**src/rtl/tcm_arb_pkg.sv**
```systemverilog
// tcm_arb_pkg: source IDs and request/response bundles shared by the TCM data-port arbiter.
//   SRC_CPU / SRC_DMA : source identifiers stored per outstanding request
//   tcm_req_t         : {addr, data_wr, rd, wr, req_tag}
//   tcm_rsp_t         : {ack, error, data_rd, resp_tag}
package tcm_arb_pkg;
    localparam logic SRC_CPU = 1'b0;
    localparam logic SRC_DMA = 1'b1;
    typedef struct packed {
        logic [31:0] addr;
        logic [31:0] data_wr;
        logic        rd;
        logic [3:0]  wr;
        logic [10:0] req_tag;
    } tcm_req_t;
    typedef struct packed {
        logic        ack;
        logic        error;
        logic [31:0] data_rd;
        logic [10:0] resp_tag;
    } tcm_rsp_t;
endpackage

```
**src/rtl/tcm_arb_fifo.sv**
```systemverilog
// tcm_arb_fifo: synchronous FIFO of source IDs for in-order response routing.
//   clk_i, rst_ni    : clock, synchronous active-low reset
//   push_i, data_i   : write a source ID
//   pop_i            : drop the head entry
//   full_o           : registered full flag (a pop frees a slot only from the next cycle)
//   empty_o, head_o  : empty flag and oldest stored ID
module tcm_arb_fifo #(
    parameter int DEPTH = 2,
    parameter int W     = 1
) (
    input  logic         clk_i,
    input  logic         rst_ni,
    input  logic         push_i,
    input  logic [W-1:0] data_i,
    input  logic         pop_i,
    output logic         full_o,
    output logic         empty_o,
    output logic [W-1:0] head_o
);
    localparam int AW = DEPTH > 1 ? $clog2(DEPTH) : 1;
    localparam int CW = $clog2(DEPTH + 1);
    logic [W-1:0]  mem_q [DEPTH];
    logic [AW-1:0] wr_ptr_q, rd_ptr_q;
    logic [CW-1:0] cnt_q, cnt_d;
    logic          full_q;
    assign cnt_d   = cnt_q + CW'(push_i) - CW'(pop_i);
    assign full_o  = full_q;
    assign empty_o = cnt_q == '0;
    assign head_o  = mem_q[rd_ptr_q];
    always_ff @(posedge clk_i) begin
        if (!rst_ni) begin
            wr_ptr_q <= '0;
            rd_ptr_q <= '0;
            cnt_q    <= '0;
            full_q   <= 1'b0;
        end else begin
            if (push_i) begin
                mem_q[wr_ptr_q] <= data_i;
                wr_ptr_q        <= (wr_ptr_q == AW'(DEPTH - 1)) ? '0 : wr_ptr_q + 1'b1;
            end
            if (pop_i)
                rd_ptr_q <= (rd_ptr_q == AW'(DEPTH - 1)) ? '0 : rd_ptr_q + 1'b1;
            cnt_q  <= cnt_d;
            full_q <= cnt_d == CW'(DEPTH);
        end
    end
endmodule

```
**src/rtl/tcm_dport_arbiter.sv**
```systemverilog
// tcm_dport_arbiter: shares the tcm_mem data port between the CPU and a DMA master.
//   clk_i, rst_ni            : clock, synchronous active-low reset
//   cpu_d_* / dma_d_*        : requester ports (addr, data_wr, rd, wr, req_tag in;
//                              accept, ack, error out; data_rd, resp_tag broadcast)
//   mem_d_*                  : port to tcm_mem
//   err_unexp_ack_o          : sticky flag, ack seen with nothing outstanding
// Build option TCM_ARB_RR_EN: round-robin tie-break instead of fixed CPU priority.
module tcm_dport_arbiter
    import tcm_arb_pkg::*;
#(
    parameter int OUTSTANDING = 2,
    parameter int SRC_W       = 1
) (
    input  logic        clk_i,
    input  logic        rst_ni,
    input  logic [31:0] cpu_d_addr_i,
    input  logic [31:0] cpu_d_data_wr_i,
    input  logic        cpu_d_rd_i,
    input  logic [3:0]  cpu_d_wr_i,
    input  logic [10:0] cpu_d_req_tag_i,
    output logic        cpu_d_accept_o,
    output logic        cpu_d_ack_o,
    output logic        cpu_d_error_o,
    output logic [31:0] cpu_d_data_rd_o,
    output logic [10:0] cpu_d_resp_tag_o,
    input  logic [31:0] dma_d_addr_i,
    input  logic [31:0] dma_d_data_wr_i,
    input  logic        dma_d_rd_i,
    input  logic [3:0]  dma_d_wr_i,
    input  logic [10:0] dma_d_req_tag_i,
    output logic        dma_d_accept_o,
    output logic        dma_d_ack_o,
    output logic        dma_d_error_o,
    output logic [31:0] dma_d_data_rd_o,
    output logic [10:0] dma_d_resp_tag_o,
    output logic [31:0] mem_d_addr_o,
    output logic [31:0] mem_d_data_wr_o,
    output logic        mem_d_rd_o,
    output logic [3:0]  mem_d_wr_o,
    output logic [10:0] mem_d_req_tag_o,
    input  logic        mem_d_accept_i,
    input  logic        mem_d_ack_i,
    input  logic        mem_d_error_i,
    input  logic [31:0] mem_d_data_rd_i,
    input  logic [10:0] mem_d_resp_tag_i,
    output logic        err_unexp_ack_o
);
    tcm_req_t         cpu_req, dma_req, win;
    tcm_rsp_t         rsp;
    logic             req_cpu, req_dma, src, tie_src, win_req, issue, accepted, rsp_hit;
    logic             fifo_full, fifo_empty, lock_q, lock_src_q, err_q;
    logic [SRC_W-1:0] head;
    assign cpu_req = '{addr: cpu_d_addr_i, data_wr: cpu_d_data_wr_i, rd: cpu_d_rd_i,
                       wr: cpu_d_wr_i, req_tag: cpu_d_req_tag_i};
    assign dma_req = '{addr: dma_d_addr_i, data_wr: dma_d_data_wr_i, rd: dma_d_rd_i,
                       wr: dma_d_wr_i, req_tag: dma_d_req_tag_i};
    assign rsp     = '{ack: mem_d_ack_i, error: mem_d_error_i, data_rd: mem_d_data_rd_i,
                       resp_tag: mem_d_resp_tag_i};
`ifdef TCM_ARB_RR_EN
    logic last_src_q;
    assign tie_src = (last_src_q == SRC_DMA) ? SRC_CPU : SRC_DMA;
    always_ff @(posedge clk_i) begin
        if (!rst_ni)
            last_src_q <= SRC_DMA;
        else if (accepted)
            last_src_q <= src;
    end
`else
    assign tie_src = SRC_CPU;
`endif
    always_comb begin
        req_cpu  = cpu_d_rd_i | (|cpu_d_wr_i);
        req_dma  = dma_d_rd_i | (|dma_d_wr_i);
        // A held lock pins the grant even if its owner has withdrawn; that cycle issues nothing
        src      = lock_q ? lock_src_q : (req_cpu & req_dma) ? tie_src : req_dma ? SRC_DMA : SRC_CPU;
        win      = (src == SRC_DMA) ? dma_req : cpu_req;
        win_req  = (src == SRC_DMA) ? req_dma : req_cpu;
        issue    = rst_ni & win_req & ~fifo_full;
        accepted = issue & mem_d_accept_i;
        rsp_hit  = rst_ni & rsp.ack & ~fifo_empty;
    end
    assign mem_d_addr_o     = win.addr;
    assign mem_d_data_wr_o  = win.data_wr;
    assign mem_d_req_tag_o  = win.req_tag;
    assign mem_d_rd_o       = issue & win.rd;
    assign mem_d_wr_o       = win.wr & {4{issue}};
    assign cpu_d_accept_o   = accepted & (src == SRC_CPU);
    assign dma_d_accept_o   = accepted & (src == SRC_DMA);
    assign cpu_d_ack_o      = rsp_hit & (head == SRC_W'(SRC_CPU));
    assign dma_d_ack_o      = rsp_hit & (head == SRC_W'(SRC_DMA));
    assign cpu_d_error_o    = cpu_d_ack_o & rsp.error;
    assign dma_d_error_o    = dma_d_ack_o & rsp.error;
    assign cpu_d_data_rd_o  = rsp.data_rd;
    assign dma_d_data_rd_o  = rsp.data_rd;
    assign cpu_d_resp_tag_o = rsp.resp_tag;
    assign dma_d_resp_tag_o = rsp.resp_tag;
    assign err_unexp_ack_o  = err_q;
    always_ff @(posedge clk_i) begin
        if (!rst_ni) begin
            lock_q     <= 1'b0;
            lock_src_q <= SRC_CPU;
            err_q      <= 1'b0;
        end else begin
            lock_q     <= win_req & ~accepted;
            lock_src_q <= src;
            if (mem_d_ack_i & fifo_empty)
                err_q <= 1'b1;
        end
    end
    tcm_arb_fifo #(.DEPTH(OUTSTANDING), .W(SRC_W)) u_fifo (
        .clk_i   (clk_i),
        .rst_ni  (rst_ni),
        .push_i  (accepted),
        .data_i  (SRC_W'(src)),
        .pop_i   (rsp_hit),
        .full_o  (fifo_full),
        .empty_o (fifo_empty),
        .head_o  (head)
    );
endmodule

```
**config.mk**
```make
export PLATFORM = sky130hd
export DESIGN_NAME = tcm_dport_arbiter
export DESIGN_NICKNAME = d
export VERILOG_FILES = /design/src/rtl/tcm_arb_pkg.sv /design/src/rtl/tcm_arb_fifo.sv /design/src/rtl/tcm_dport_arbiter.sv
export SDC_FILE = /design/constraint.sdc
export NUM_CORES = 1
export LEC_CHECK = 0
export BUFFER_PORTS_ARGS = -buffer_cell sky130_fd_sc_hd__buf_2
export CAP_MARGIN = 20
export CORE_AREA = 2 2 149 151
export DETAILED_ROUTE_END_ITERATION = 7
export DIE_AREA = 0 0 151 153
export PLACE_DENSITY_LB_ADDON = 0.12
export RECOVER_POWER = 100
export SYNTH_ARGS = -nofsm -noshare
export SYNTH_HDL_FRONTEND = slang
export SYNTH_SLANG_ARGS = --single-unit
```
**constraint.sdc**
```tcl
create_clock -name clk_i -period 2.6 [get_ports clk_i]
set_input_delay 0.78 -clock clk_i [delete_from_list [all_inputs] [get_ports clk_i]]
set_output_delay 0.78 -clock clk_i [all_outputs]
set_load 0.01 [all_outputs]
```
Word level (Yosys, flattened, before mapping)
Memory sizes are Yosys's and may differ from the RTL's. A register that Yosys moved wholly into a read port is not among the register bits. Cells that the tools add are included.

Register bits: 8. Bits in writable memories: 2. Bits of input ports: 208. Output and inout bits: 173. Word-level logic and storage cells: 51. Memories kept: 1.

Add/subtract/negate cells: 4. Equality and inequality tests: 1. Mux-type cells: 12. Bitwise operators: 23. Reduce and logical (&&, ||, !) cells: 3.

Memories: u_fifo.mem_q (words 2, width 1, read ports 1, clocked after memory_dff 1, write ports 1, RTL line tcm_arb_fifo.sv:22) `logic [W-1:0] mem_q [DEPTH];`.

Operators with widths (count): 2-to-1 mux 80 bit (1); AND 1 bit (15); 2-to-1 mux 1 bit (11); OR reduction 4 bit (2); inverter 1 bit (5); AND 4 bit (1); adder 1 bit, second input constant (2); adder 2 x 1 -> 2 bit (1); == test 2 bit, second input constant (1); logical NOT 2 bit (1); OR 1 bit (2); subtractor 2 x 1 -> 2 bit (1).

Logic depth before layout (Yosys ltp)
Gate-level depths: netlist of run 1.

Depth in word-level cells: 12. Gate-level depth with buffers: 8.

Hierarchy
A second synthesis of run 1 with hierarchy kept.

Cells, all modules: 242. Area total of the unflattened synthesis: 2218.4 um^2.

Modules (own cells, without submodules): tcm_dport_arbiter (times used 1, cells each 212, area each 1871.8 um^2, seq. area each 60.1 um^2); tcm_arb_fifo (times used 1, cells each 30, area each 346.6 um^2, seq. area each 180.2 um^2).

Worst setup path after synthesis of run 1
OpenSTA, ideal clock, no wires.

Path type: input-to-output. From: in dma_d_wr_i[2]. To: out mem_d_rd_o. Arrival time: 2.012 ns. Data required time: 1.820 ns. Path slack: -0.192 ns. Stages on the path: 7. Path buffers: 2. Cells stage by stage: or3_1 > nor3_2 > o31a_1 > buf_4 > buf_6 > nand2_1 > a21oi_1.

Cells in the longest elaborated chain, start to end: 9. Elaborated cells between the ends (all ways): 11. Classes of those cells: mux: 5; bitwise: 5; reduce/logical: 1.

RTL lines: start, declared (RTL line tcm_dport_arbiter.sv:29) `input logic [3:0] dma_d_wr_i,`; OR reduction 4 bit * (RTL line tcm_dport_arbiter.sv:73) `req_dma = dma_d_rd_i | (|dma_d_wr_i);`; OR 1 bit * (RTL line tcm_dport_arbiter.sv:73); 2-to-1 mux 1 bit or AND 1 bit (tied branches) (RTL line tcm_dport_arbiter.sv:75) `src = lock_q ? lock_src_q : (req_cpu & req_dma) ? tie_src : req_dma ? SRC_DMA : SRC_CPU;`; 2-to-1 mux 1 bit (2 in series) (RTL line tcm_dport_arbiter.sv:75); 2-to-1 mux 1 bit (RTL line tcm_dport_arbiter.sv:77) `win_req = (src == SRC_DMA) ? req_dma : req_cpu;`; AND 1 bit (2 in series) (RTL line tcm_dport_arbiter.sv:78) `issue = rst_ni & win_req & ~fifo_full;`; AND 1 bit * (RTL line tcm_dport_arbiter.sv:85) `assign mem_d_rd_o = issue & win.rd;`; end, declared (RTL line tcm_dport_arbiter.sv:38) `output logic mem_d_rd_o,`.

Every way passes the cells marked *; elsewhere a longest branch is shown, timed or not.

Worst setup path after layout of run 1
From: in dma_d_wr_i[2]. To: out mem_d_req_tag_o[6].

Cells in the longest elaborated chain, start to end: 6. Elaborated cells between the ends (all ways): 7. Classes of those cells: mux: 4; bitwise: 2; reduce/logical: 1.

RTL lines: OR reduction 4 bit * (RTL line tcm_dport_arbiter.sv:73); OR 1 bit * (RTL line tcm_dport_arbiter.sv:73); 2-to-1 mux 1 bit or AND 1 bit (tied branches) (RTL line tcm_dport_arbiter.sv:75); 2-to-1 mux 1 bit * (2 in series) (RTL line tcm_dport_arbiter.sv:75); 2-to-1 mux 80 bit * (RTL line tcm_dport_arbiter.sv:76) `win = (src == SRC_DMA) ? dma_req : cpu_req;`; end, declared (RTL line tcm_dport_arbiter.sv:40) `output logic [10:0] mem_d_req_tag_o,`.

Marks and branches as above.

==> results_dict.tcl, run 1 <==
set metrics [dict create \
    dr_total_vias 3064 \
    grt_pass1_vias 3108 \
    fin_ws_ns -0.435 \
    synth-seq-cells 11 \
    cp.required_ns 1.82 \
    crit_slowest_cell "or3_4" \
    max_freq_mhz 329 \
    synth_cell_type_count 31 \
    synth_top_area_frac 0.400 \
    num_io_pins 381 \
    cts_tree "done" \
    p_leak_nw 2.19 \
    final_cells 869 \
    maxSlewViolCount 0 \
    hold_viol_final 0 \
    worst-setup-path-type "in -> out" \
    core_mm2 0.0215 \
    place_congestion 0.757 \
    synth_cells 408 \
    vdd_drop_max_v 0.000112 \
    root_buffer "clkbuf_16" \
    skew_ns 0.00122 \
    path_buf_inv 5 \
    cts.reportedPaths.clkPinSlew_ns 0.04 \
    grt_pass1_wl_um 17700 \
    clockBufferDepth 2 \
    dp_cells 856 \
    diodes 0 \
    clkLatencyLatePin_ns 0.24 \
    violations "setup timing" \
    rrSetupSlack_ns 0.86 \
    grt_setup_unrepaired "yes" \
    drtIter0Drc 64 \
    routedWlPerCell_um 14.6 \
    final_common_cell "buf_2" \
    multi_input_area_mm2 0.00134 \
    dpl_cell_area_mm2 0.00334 \
    antenna_found_initial 0 \
    worstMarginPinSlew_ns 0.364 \
    start_util 0.105 \
    final_cell_mix "231 x buf_2, 212 x nand2_1, 26 x nand2_2, 21 x buf_6, 17 x buf_4" \
    viasPerCell 3.53 \
    synth.area.top_cells "nand2_1 40%, buf_4 29%, dfxtp_1 8.0%" \
    dpl_worst_slack_ns -0.675 \
    fin_crit_sh 1.17 \
    arrival_ns 2.26 \
    cts_buffers 3 \
    yosys_warnings 0 \
    max_cap_viol_count 0 \
    ant_nets 0 \
    cp_top_family "simple AND/OR/NAND/NOR gates" \
    fin_nets 799 \
    firstDrtPassIters 4 \
    nFillCells 2509 \
    htreeDepth 1 \
    cts.sinks 11 \
    cp_max_fo 20 \
    mappedNetlistNets 617 \
    finish.instance_area_mm2 0.00379 \
    rows 54 \
    grtUsageTotal 0.0992 \
    setup_viol_count_final 84 \
    dieArea_mm2 0.0231 \
    cp-start-kind "primary input" \
    area_growth_syn_to_layout_pct 68.0 \
    synth.avg_cell_area_um2 5.53 \
    drc 0 \
    drive_gt1_frac 0.550 \
    drt-total-wl_um 12700 \
    die_h_um 153 \
    die_w_um 151 \
    cp-end-kind "output port" \
    max_slew_margin 0.757 \
    outcome "finished, violations left" \
    grt_overflow 0 \
    synth_seq_area_share 0.107 \
    grt_max_degree 40 \
    portBuffers 251 \
    worstPathCellList "buf_6 > or3_4 > nor3_4 > o31a_4 > buf_12 > inv_16 > buf_12 > nand2_1 > nand2_1 > buf_2" \
    cp_slowest_stage_delay_ns 0.40 \
    power.density_mw_per_mm2 275 \
    regArea_um2 240 \
    dp_hpwl_um 9920 \
    timing.final.crit_period_ns 3.04 \
    synth_largest_area_cell "nand2_1" \
    hold_path_class "reg -> reg" \
    netlist_area_mm2 0.00225 \
]
==> state kept, by name, indices dropped and copies added, names as in the netlist, named ones only <==
register	cells
lock_src_q	1
u_fifo.rd_ptr_q	1
lock_q	1
u_fifo.full_o	1
u_fifo.wr_ptr_q	1
err_unexp_ack_o	1
u_fifo.mem_q	2
u_fifo.cnt_q	2
==> area by class of cell <==
type | instances | area share
clock buffers | 4 | 0.0208
inverters | 5 | 0.00925
multi-input cells | 287 | 0.354
flip-flops and latches | 11 | 0.0634
well taps | 280 | 0.0925
repair buffers | 280 | 0.452
repair inverters | 2 | 0.00826
==> through the flow <==
stage / util / setup TNS (ns) / power, mW / hold WS, ns
final: 0.176 / -30.83 / 1.04 / 0.487
after global routing: 0.176 / -38.79 / 1.12 / 0.536
after CTS: 0.173 / -31.05 / 1.05 / 0.491
after detailed placement: 0.156 / -42.16 / 0.722 / 0.467
after global placement: 0.156 / -41.18 / 0.725 / 0.472
after floorplan: - / -8.62 / 0.572 / 0.441
==> power by group <==
part | internal, mW | total [mW] | switching, mW
clock network | 0.206 | 0.284 | 0.0776
logic | 0.270 | 0.538 | 0.268
registers | 0.201 | 0.219 | 0.0178
total | 0.677 | 1.04 | 0.363
==> worst register-to-register path, cell delays in order, from the launching register on <==
cell and delay [ns]:
dfxtp_1 0.36, o21ai_0 0.13, or2_2 0.32, inv_1 0.10
buf_4 0.11, ha_1 0.14, xor2_1 0.26, o211ai_1 0.14
o31ai_1 0.09
==> cell families after synthesis <==
group	Yosys count	share of synthesized area
compound gates	17	0.0472
fa+ha+maj	1	0.00555
xor+xnor	2	0.00777
buf+inv	110	0.365
flops	11	0.107
simple gates	265	0.459
mux	2	0.00943
==> worst paths after layout <==
path	from	endpoint	cells past startpoint
hold reg to reg	u_fifo.full_o	lock_q	2
setup / recovery	dma_d_wr_i[2]	mem_d_req_tag_o[6]	10
setup reg to reg	u_fifo.cnt_q[1]	u_fifo.cnt_q[1]	8
hold / removal	u_fifo.full_o	lock_q	2
==> per-layer routing <==
metal	vias to the layer above	share of wire	global-route usage
met5	-	0	0
met4	0	0.0071	0.0142
met3	9	0.089	0.0224
met2	185	0.52	0.195
met1	1348	0.38	0.108
li1	1522	-	-
==> cells in the mapped netlist <==
cell type and count:
ha_1 1, buf_4 87, o2bb2ai_1 1, edfxtp_1 2
nand4_1 1, a311o_1 1, nand2_1 240, nand3_1 1
o31a_1 1, dfxtp_1 9, nor4b_1 1, nor2b_1 1
or3_1 1, a21oi_1 7, mux2_2 1, or2_2 1
buf_6 9, inv_1 4, nor2_1 15, nand4bb_1 1
nor3_2 2, clkbuf_1 1, nand3b_1 1, buf_2 8
mux2i_1 1, o31ai_1 2, o211ai_1 1, xor2_1 2
inv_6 1, a31oi_1 1, o21ai_0 3
==> what timing repair did <==
action	4_1_cts	5_1_grt
pin swaps	2	2
endpoints found under the setup margin	82	84
gates cloned	3	1
hold buffers	0	0
buffers inserted	5	1
gates resized for setup	54	13
Power figures use the tool's default switching activity.
==> run 2: changes to the inputs <==
--- a/config.mk
+++ b/config.mk
@@ -12,6 +12,7 @@
 export DIE_AREA = 0 0 151 153
 export PLACE_DENSITY_LB_ADDON = 0.12
 export RECOVER_POWER = 100
+export SETUP_SLACK_MARGIN = 0.2
 export SYNTH_ARGS = -nofsm -noshare
 export SYNTH_HDL_FRONTEND = slang
 export SYNTH_SLANG_ARGS = --single-unit
==> run 2 against run 1 <==
Flip-flop and latch count is the same. Clock power shrank 2%. Global-route usage grew 0.62 points. Die area is the same. Clock skew is essentially flat. Combinational power grew 20%. The flow still finishes with violations (setup timing). Setup slack lost 0.031 ns. First-iteration DRC count grew 64%. Final area grew 17%. Clock-buffer cell count is the same. Sequential share of layout area shrank 0.92 points. Core utilization grew 3.0 points.
==> results_dict.tcl, run 2 (same netlist as run 1, synthesis figures left out) <==
set metrics [dict create \
    outcome "finished, violations left" \
    violations "setup timing" \
    grt_overflow 0 \
    cts_buffers 3 \
    portBuffers 251 \
    reg.largest.list "u_fifo.cnt_q x2, u_fifo.mem_q x2" \
    cts_tree "done" \
    htreeDepth 1 \
    cp_max_fo 5 \
    arrival_ns 2.29 \
    dieArea_mm2 0.0231 \
    place_congestion 0.730 \
    area_growth_syn_to_layout_pct 96.6 \
    die_w_um 151 \
    grt_setup_unrepaired "yes" \
    crit_slowest_cell "or3_4" \
    grt_pass1_wl_um 18800 \
    ant_nets 0 \
    drtIter0Drc 105 \
    hold_viol_final 0 \
    grt_max_degree 25 \
    finish.instance_area_mm2 0.00443 \
    rr_worst_depth 5 \
    drive_gt1_frac 0.640 \
    crit_end "mem_d_req_tag_o[3]" \
    fin_nets 815 \
    hold_path_class "reg -> reg" \
    dpl_cell_area_mm2 0.00338 \
    worstPathCellList "buf_6 > or3_4 > nor3_4 > o31a_4 > buf_12 > buf_12 > buf_4 > nand2_4 > nand2_2 > buf_6" \
    num_io_pins 381 \
    drc 0 \
    cp.required_ns 1.82 \
    worst-setup-path-type "in -> out" \
    max_freq_mhz 326 \
    firstDrtPassIters 4 \
    fin_crit_sh 1.18 \
    vdd_drop_max_v 0.000177 \
    ctsHoldBuffers 0 \
    fin_ws_ns -0.467 \
    cts.reportedPaths.clkPinSlew_ns 0.04 \
    rows 54 \
    viasPerCell 3.52 \
    p_leak_nw 2.40 \
    power.density_mw_per_mm2 259 \
    r2r-end "u_fifo.mem_q[0]" \
    worstMarginPinSlew_ns 0.342 \
    maxSlewViolCount 0 \
    final_cell_mix "205 x buf_2, 168 x nand2_1, 53 x nand2_2, 42 x buf_6, 28 x buf_4" \
    dp_hpwl_um 10800 \
    max_cap_viol_count 0 \
    grtUsageTotal 0.105 \
    setup_viol_count_final 82 \
    routedWlPerCell_um 15.8 \
    grt_pass1_vias 3164 \
    timing.final.crit_period_ns 3.07 \
    cp-start-kind "primary input" \
    cp_slowest_stage_delay_ns 0.40 \
    drt-total-wl_um 14000 \
    dr_total_vias 3113 \
    diodes 0 \
    clockBufferDepth 2 \
    antenna_found_initial 0 \
    max_slew_margin 0.772 \
    cp-end-kind "output port" \
    die_h_um 153 \
    clkLatencyLatePin_ns 0.23 \
    cts.sinks 11 \
    start_util 0.105 \
    root_buffer "clkbuf_16" \
    skew_ns 0.00165 \
    core_mm2 0.0215 \
    rrSetupSlack_ns 0.78 \
    startpoint "dma_d_wr_i[2]" \
    final_common_cell "buf_2" \
    dpl_worst_slack_ns -0.549 \
    r2r_start "lock_q" \
]
## run 2: critical path, delay by kind of cell
family,cells,cell delay [ns]
and+or+nand+nor,4,0.64
buffers and inverters,5,0.62
AOI/OAI and AO/OA,1,0.24
## run 2: how the worst min path moves through the flow
| stage | from | to | slack (ns) | cells after the start |
|---|---|---|---|---|
| after floorplan | u_fifo.full_o | lock_q | 0.44 | 2 |
| after global placement | u_fifo.full_o | lock_q | 0.48 | 2 |
| after detailed placement | err_unexp_ack_o | err_unexp_ack_o | 0.47 | 2 |
| after CTS | err_unexp_ack_o | err_unexp_ack_o | 0.49 | 2 |
| after global routing | err_unexp_ack_o | err_unexp_ack_o | 0.52 | 2 |
| final | err_unexp_ack_o | err_unexp_ack_o | 0.49 | 2 |
## run 2: area by class of cell
| class | count | area (µm²) |
|---|---|---|
| fillers | 2484 | 17100 |
| well taps | 280 | 350 |
| repair buffers | 298 | 2180 |
| multi-input cells | 287 | 1560 |
| inverters | 5 | 28.8 |
| flip-flops and latches | 11 | 240 |
| clock buffers | 4 | 78.8 |
## run 2: metrics by stage
step	std cells	hold WS, ns	power, mW	util	setup TNS [ns]
floorplan	408	0.441	0.572	-	-8.63
global placement	859	0.482	0.745	0.157	-38.63
detailed placement	859	0.473	0.743	0.157	-38.88
CTS	878	0.493	1.12	0.190	-32.41
global route	885	0.515	1.23	0.206	-40.41
finish	885	0.490	1.15	0.206	-34.32
## run 2: routing by layer
layer / part of all wire / up-vias / global-route usage
met5: 0 / - / 0
met4: 0.013 / 0 / 0.0245
met3: 0.079 / 23 / 0.0218
met2: 0.49 / 145 / 0.186
met1: 0.42 / 1383 / 0.130
li1: - / 1562 / -
## run 2: timing repair
| action | CTS | global route |
|---|---|---|
| setup endpoints to repair | 84 | 84 |
| hold endpoints to repair | 0 | 0 |
| buffers inserted | 9 | 3 |
| cloned | 6 | 4 |
| pin swaps | 26 | 21 |
| resized for setup | 109 | 54 |
## run 2: power by group
group / internal (mW) / switching, mW / total (mW)
Combinational: 0.336 / 0.308 / 0.645
Clock: 0.206 / 0.0733 / 0.279
Sequential: 0.201 / 0.0239 / 0.225
Total: 0.743 / 0.405 / 1.15
